`src/rtl/timer_multi.sv`:
```
// timer_multi: CHANNELS independent hh:mm:ss up/down timers
// sharing one second prescaler, loaded through one write port.
module timer_multi #(
    parameter int CHANNELS = 4,
    parameter int WIDTH    = 16,
    parameter int TICK_DIV = 50_000_000,
    localparam int CH_W    = $clog2(CHANNELS)
) (
    input  logic                      clk,
    input  logic                      cut_n,
    input  logic                      wr_en,
    input  logic [CH_W-1:0]           wr_ch,
    input  logic                      wr_up,
    input  logic [WIDTH-1:0]          wr_sec,
    input  logic [WIDTH-1:0]          wr_min,
    input  logic [WIDTH-1:0]          wr_hour,
    input  logic [CHANNELS-1:0]       start,
    input  logic [CHANNELS-1:0]       pause,
    input  logic [CHANNELS-1:0]       stop,
    input  logic [CHANNELS-1:0]       alarm_ack,
    output logic [CHANNELS*WIDTH-1:0] sec,
    output logic [CHANNELS*WIDTH-1:0] min,
    output logic [CHANNELS*WIDTH-1:0] hour,
    output logic [CHANNELS-1:0]       alarm,
    output logic [CHANNELS-1:0]       busy_n,
    output logic                      wr_err
);

    localparam int PW = $clog2(TICK_DIV);

    typedef enum logic [2:0] {
        S_IDLE,
        S_LOADED,
        S_RUN,
        S_PAUSE,
        S_DONE
    } state_t;

    typedef struct packed {
        logic [WIDTH-1:0] h;
        logic [WIDTH-1:0] m;
        logic [WIDTH-1:0] s;
    } hms_t;

    function automatic logic [WIDTH-1:0] clamp59(
        input logic [WIDTH-1:0] v
    );
        return (v > WIDTH'(59)) ? WIDTH'(59) : v;
    endfunction

    function automatic hms_t reload(
        input logic up,
        input hms_t t
    );
        hms_t r;
        if (up) r = '0;
        else    r = t;
        return r;
    endfunction

    function automatic logic at_term(
        input logic up,
        input hms_t d,
        input hms_t t
    );
        return up ? (d == t) : (d == '0);
    endfunction

    function automatic hms_t advance(
        input logic up,
        input hms_t d
    );
        hms_t r;
        r = d;
        if (up) begin
            if (d.s == WIDTH'(59)) begin
                r.s = '0;
                if (d.m == WIDTH'(59)) begin
                    r.m = '0;
                    r.h = d.h + 1'b1;
                end else begin
                    r.m = d.m + 1'b1;
                end
            end else begin
                r.s = d.s + 1'b1;
            end
        end else begin
            if (d.s == '0) begin
                r.s = WIDTH'(59);
                if (d.m == '0) begin
                    r.m = WIDTH'(59);
                    r.h = d.h - 1'b1;
                end else begin
                    r.m = d.m - 1'b1;
                end
            end else begin
                r.s = d.s - 1'b1;
            end
        end
        return r;
    endfunction

    logic [PW-1:0] pre_q;
    logic          tick;

    assign tick = (pre_q == PW'(TICK_DIV - 1));

    always_ff @(posedge clk or posedge cut_n) begin
        if (cut_n)     pre_q <= '0;
        else if (tick) pre_q <= '0;
        else           pre_q <= pre_q + 1'b1;
    end

    state_t              state_q [CHANNELS];
    state_t              state_d [CHANNELS];
    logic                up_q    [CHANNELS];
    logic                up_d    [CHANNELS];
    hms_t                tgt_q   [CHANNELS];
    hms_t                tgt_d   [CHANNELS];
    hms_t                disp_q  [CHANNELS];
    hms_t                disp_d  [CHANNELS];
    logic [CHANNELS-1:0] alarm_q;
    logic [CHANNELS-1:0] alarm_d;
    logic [CHANNELS-1:0] busy_n_q;
    logic                wr_err_q;
    hms_t                wr_val;

    assign wr_val = '{
        h: wr_hour,
        m: clamp59(wr_min),
        s: clamp59(wr_sec)
    };

    // A write to a non-busy channel overrides its control inputs.
    always_comb begin
        alarm_d = alarm_q;
        for (int i = 0; i < CHANNELS; i++) begin
            state_d[i] = state_q[i];
            up_d[i]    = up_q[i];
            tgt_d[i]   = tgt_q[i];
            disp_d[i]  = disp_q[i];
            if (wr_en && wr_ch == CH_W'(i) && busy_n_q[i]) begin
                state_d[i] = S_LOADED;
                up_d[i]    = wr_up;
                tgt_d[i]   = wr_val;
                disp_d[i]  = reload(wr_up, wr_val);
                alarm_d[i] = 1'b0;
            end else begin
                unique case (state_q[i])
                    S_LOADED: begin
                        if (!stop[i] && start[i]) begin
                            if (at_term(up_q[i], disp_q[i],
                                        tgt_q[i])) begin
                                state_d[i] = S_DONE;
                                alarm_d[i] = 1'b1;
                            end else begin
                                state_d[i] = S_RUN;
                            end
                        end
                    end
                    S_RUN: begin
                        if (stop[i]) begin
                            state_d[i] = S_LOADED;
                            disp_d[i]  = reload(up_q[i], tgt_q[i]);
                        end else if (pause[i] && !start[i]) begin
                            state_d[i] = S_PAUSE;
                        end else if (tick) begin
                            disp_d[i] = advance(up_q[i], disp_q[i]);
                            if (at_term(up_q[i], disp_d[i],
                                        tgt_q[i])) begin
                                state_d[i] = S_DONE;
                                alarm_d[i] = 1'b1;
                            end
                        end
                    end
                    S_PAUSE: begin
                        if (stop[i]) begin
                            state_d[i] = S_LOADED;
                            disp_d[i]  = reload(up_q[i], tgt_q[i]);
                        end else if (start[i]) begin
                            state_d[i] = S_RUN;
                        end
                    end
                    S_DONE: begin
                        if (start[i]) begin
                            disp_d[i]  = reload(up_q[i], tgt_q[i]);
                            alarm_d[i] = 1'b0;
                            state_d[i] = S_RUN;
                            if (at_term(up_q[i], disp_d[i],
                                        tgt_q[i])) begin
                                state_d[i] = S_DONE;
                                alarm_d[i] = 1'b1;
                            end
                        end else if (alarm_ack[i]) begin
                            state_d[i] = S_LOADED;
                            disp_d[i]  = reload(up_q[i], tgt_q[i]);
                            alarm_d[i] = 1'b0;
                        end
                    end
                    default: ;
                endcase
            end
        end
    end

    always_ff @(posedge clk or posedge cut_n) begin
        if (cut_n) begin
            for (int i = 0; i < CHANNELS; i++) begin
                state_q[i] <= S_IDLE;
                up_q[i]    <= 1'b0;
                tgt_q[i]   <= '0;
                disp_q[i]  <= '0;
            end
            alarm_q  <= '0;
            busy_n_q <= '1;
            wr_err_q <= 1'b0;
        end else begin
            for (int i = 0; i < CHANNELS; i++) begin
                state_q[i]  <= state_d[i];
                up_q[i]     <= up_d[i];
                tgt_q[i]    <= tgt_d[i];
                disp_q[i]   <= disp_d[i];
                busy_n_q[i] <= !(state_d[i] == S_RUN ||
                                 state_d[i] == S_PAUSE);
            end
            alarm_q  <= alarm_d;
            wr_err_q <= wr_en && !busy_n_q[wr_ch];
        end
    end

    always_comb begin
        sec  = '0;
        min  = '0;
        hour = '0;
        for (int i = 0; i < CHANNELS; i++) begin
            sec[i*WIDTH +: WIDTH]  = disp_q[i].s;
            min[i*WIDTH +: WIDTH]  = disp_q[i].m;
            hour[i*WIDTH +: WIDTH] = disp_q[i].h;
        end
    end

    assign alarm  = alarm_q;
    assign busy_n = busy_n_q;
    assign wr_err = wr_err_q;

endmodule

```
`config.mk`:
```
export PLATFORM = sky130hd
export DESIGN_NAME = timer_multi
export DESIGN_NICKNAME = d
export VERILOG_FILES = /design/src/rtl/timer_multi.sv
export SDC_FILE = /design/constraint.sdc
export NUM_CORES = 2
export LEC_CHECK = 0
export ABC_AREA = 0
export BUFFER_PORTS_ARGS = -buffer_cell sky130_fd_sc_hd__buf_2
export CAP_MARGIN = 20
export CORE_MARGIN = 1.5
export CORE_UTILIZATION = 64
export CTS_BUF_LIST = sky130_fd_sc_hd__clkbuf_4 sky130_fd_sc_hd__clkbuf_8
export CTS_CLUSTER_SIZE = 12
export DETAILED_ROUTE_END_ITERATION = 8
export PLACE_DENSITY_LB_ADDON = 0.08
export SETUP_SLACK_MARGIN = 0.2
export SLEW_MARGIN = 20
export SYNTH_ARGS = -nofsm -noshare
export SYNTH_HDL_FRONTEND = slang
export SYNTH_SLANG_ARGS = --single-unit
```
`constraint.sdc`:
```
create_clock -name clk -period 16.8 [get_ports clk]
set_input_delay 3.36 -clock clk [delete_from_list [all_inputs] [get_ports clk]]
set_output_delay 3.36 -clock clk [all_outputs]
set_load 0.01 [all_outputs]
```
==> flow_summary.ini <==
[outcome]
status = finished with violations
violations = design-rule violations

[worst_setup_path]
rr_startpoint = sec[32]
cp-start-kind = primary input
worst-path-buf-inv = 5
crit_chain = buf_2, inv_8, buf_4, buf_4, buf_6
worstPathRequired_ns = 17.48
r2r_end = state_q[4]
ff2ff_setup_slack_ns = 10.89
critPathMaxStageDelay_ns = 0.91
worst_r2r_path_depth = 12
path_depth = 5
crit_arrival_ns = 6.68
critPathMostFrequentCell = buf_4
cp-end-kind = asynchronous set/reset pin
path_class = in -> async
crit_path_start = cut_n
cp_max_fo = 116
crit_slowest_cell = buf_4
critPathTopFamily = buffers and inverters
cp-endpoint = up_q[1]

[sta]
slew_headroom_pct = 12.8
finClkSkew_ns = 0.0299
tightest_slew_ns = 1.31
setup_tns_ns = 0
setup_ws_ns = 10.80
hold_violations = 0
final-max-slew-violation-count = 0
fin_hold_ws_ns = 0.485
fmax_ghz = 0.167
finalSetupViolations = 0
min_period_ns = 6.00
rsz0062_at_grt = false
period_share_pct = 35.7

[synthesis]
yosysSeqAreaShare_pct = 28.0
syn_area_per_cell_sq_um = 7.44
syn_area_sq_um = 38900
synthCells = 5222
synth_ff_type = dfrtp_1
synth_cell_type_count = 97
synth_edf_count = 0
synth-seq-cells = 435
yosys_warnings = 0
synth_fp_nets = 5317
synthArstFlopShare_pct = 100

[floorplanning]
fp.dieH_um = 249
rows = 90
fp.dieW_um = 249
start_util_pct = 64.6
die-area_sq_um = 62200
io_pins = 271
coreArea_sq_um = 60100

[clocking]
cts_tree = built
cts_max_level = 3
ctsResizeCount = 0
clk_latency_ns = 0.72
cts-buffers-inserted = 77
root_buffer = clkbuf_8
cts_hold_buf = 0
postCtsSetupBuffers = 0
clkSinkCount = 435
ctsLongestPathBuffers = 3
clkTransAtPathRegs_ns = 0.07

[min_path]
min_path_type = reg -> reg

[final_layout]
layout_commonest_cell = nand2_1
final_cell_mix = nand2_1 (593), nor2_1 (448), dfrtp_1 (428)
n_fill_cell = 5140
syn_to_final_growth_pct = 8.01
fin_cells = 6022
fin_nets = 5270
drive_gt1_share_pct = 11.5

[drt]
vias_per_cell = 7.59
ant_nets = 0
dr_wl_met2_um = 69000
drtPass1Iterations = 9
top_layer_used = met5
drt_iter0_markers = 8312
vias = 45700
routed_wl_um = 170000
wl_per_cell_um = 28.3
wl_met3_um = 27900
post-route-drc-count = 1
wl_met1_um = 61000

[global_routing]
grt_max_degree = 117
grt.overflow.total = 0
antenna_found_initial = 18
grt_pass1_vias = 41300
grt_pass1_wl_um = 256000
track_usage_pct = 53.0

[run]
drv_cap = 0

[pwr]
leakage_nw = 16.3
peakVddDrop_v = 0.000119
pwr_density_cell_nw_per_um2 = 200

[placement]
placed_cells_incl_taps = 5877
dp_slack_ns = 9.65
portBuffers = 270
dpl.hpwl_um = 120000
gp_congestion = 1.11
-- power by group --
group	total, mW	internal, mW	switching, mW
logic	4.49	1.68	2.81
clock network	1.22	0.704	0.513
registers	2.70	1.39	1.30
-- flip-flops by register name, indices dropped and copies added (netlist names) --
| signal | flops |
|---|---|
| busy_n | 4 |
| hour | 64 |
| pre_q | 26 |
| sec | 64 |
| min | 64 |
| tgt_q | 192 |
| state_q | 12 |
| wr_err | 1 |
| up_q | 4 |
| alarm | 4 |
-- cells by family after synthesis --
group / Yosys count / synth area share, %
fa+ha+maj: 25 / 0.805
buf+inv: 584 / 5.70
simple gates: 2417 / 32.3
xor+xnor: 447 / 10.1
mux: 43 / 1.21
compound gates: 1271 / 21.9
flops: 435 / 28.0
-- stage by stage --
stage               util, %  power [mW]  area (sq um)
finish                 69.8        8.40         42000
global route           69.8        8.72         42000
CTS                    69.7        8.08         41900
detailed placement     66.6        6.85         40100
global placement       66.6        6.79         40100
floorplan                 -        5.24         38900
-- worst min-delay path by stage --
stage	cells after the start	from	slack (ns)	to
2_1_floorplan	1	pre_q[4]	0.45	pre_q[4]
3_3_place_gp	1	alarm[2]	0.47	alarm[2]
3_5_place_dp	1	pre_q[4]	0.47	pre_q[4]
4_1_cts	1	pre_q[4]	0.48	pre_q[4]
5_1_grt	1	pre_q[0]	0.50	pre_q[0]
6_report	1	pre_q[4]	0.48	pre_q[4]
-- synthesized netlist by cell type (64+ instances only) --
library cell | count | area [sq um]
nand4_1 | 165 | 1030
a21oi_1 | 209 | 1050
nand3_1 | 202 | 1010
a31oi_1 | 64 | 400
nor2_1 | 449 | 1690
and2_1 | 102 | 638
o211ai_1 | 114 | 856
o21ai_0 | 327 | 1640
xor2_1 | 155 | 1360
a211oi_1 | 100 | 751
clkbuf_1 | 419 | 1570
inv_1 | 112 | 420
xnor2_1 | 292 | 2560
nand2_1 | 594 | 2230
nor3_1 | 214 | 1070
or4_1 | 66 | 495
and3_1 | 93 | 582
dfrtp_1 | 431 | 10800
nor4_1 | 209 | 1310
-- layout make-up --
cell class                 instances  area [sq um]  share of cell area [%]
multi-input combinational       4203         25900                    61.7
sequential                       435         10900                    26.0
timing repair buffer             343          1910                    4.55
clock buffer                     110          1420                    3.38
tap                              782           978                    2.33
inverter                         115           439                    1.05
clock inverter                    29           424                    1.01
antenna                            5          12.5                  0.0298
-- layer usage --
metal | track usage (%) | vias up
met2 | 75.6 | 4304
met5 | 0 | -
li1 | - | 19200
met4 | 30.5 | 14
met1 | 69.9 | 21200
met3 | 18.0 | 996
No activity file was read; power rests on OpenSTA's default activity.
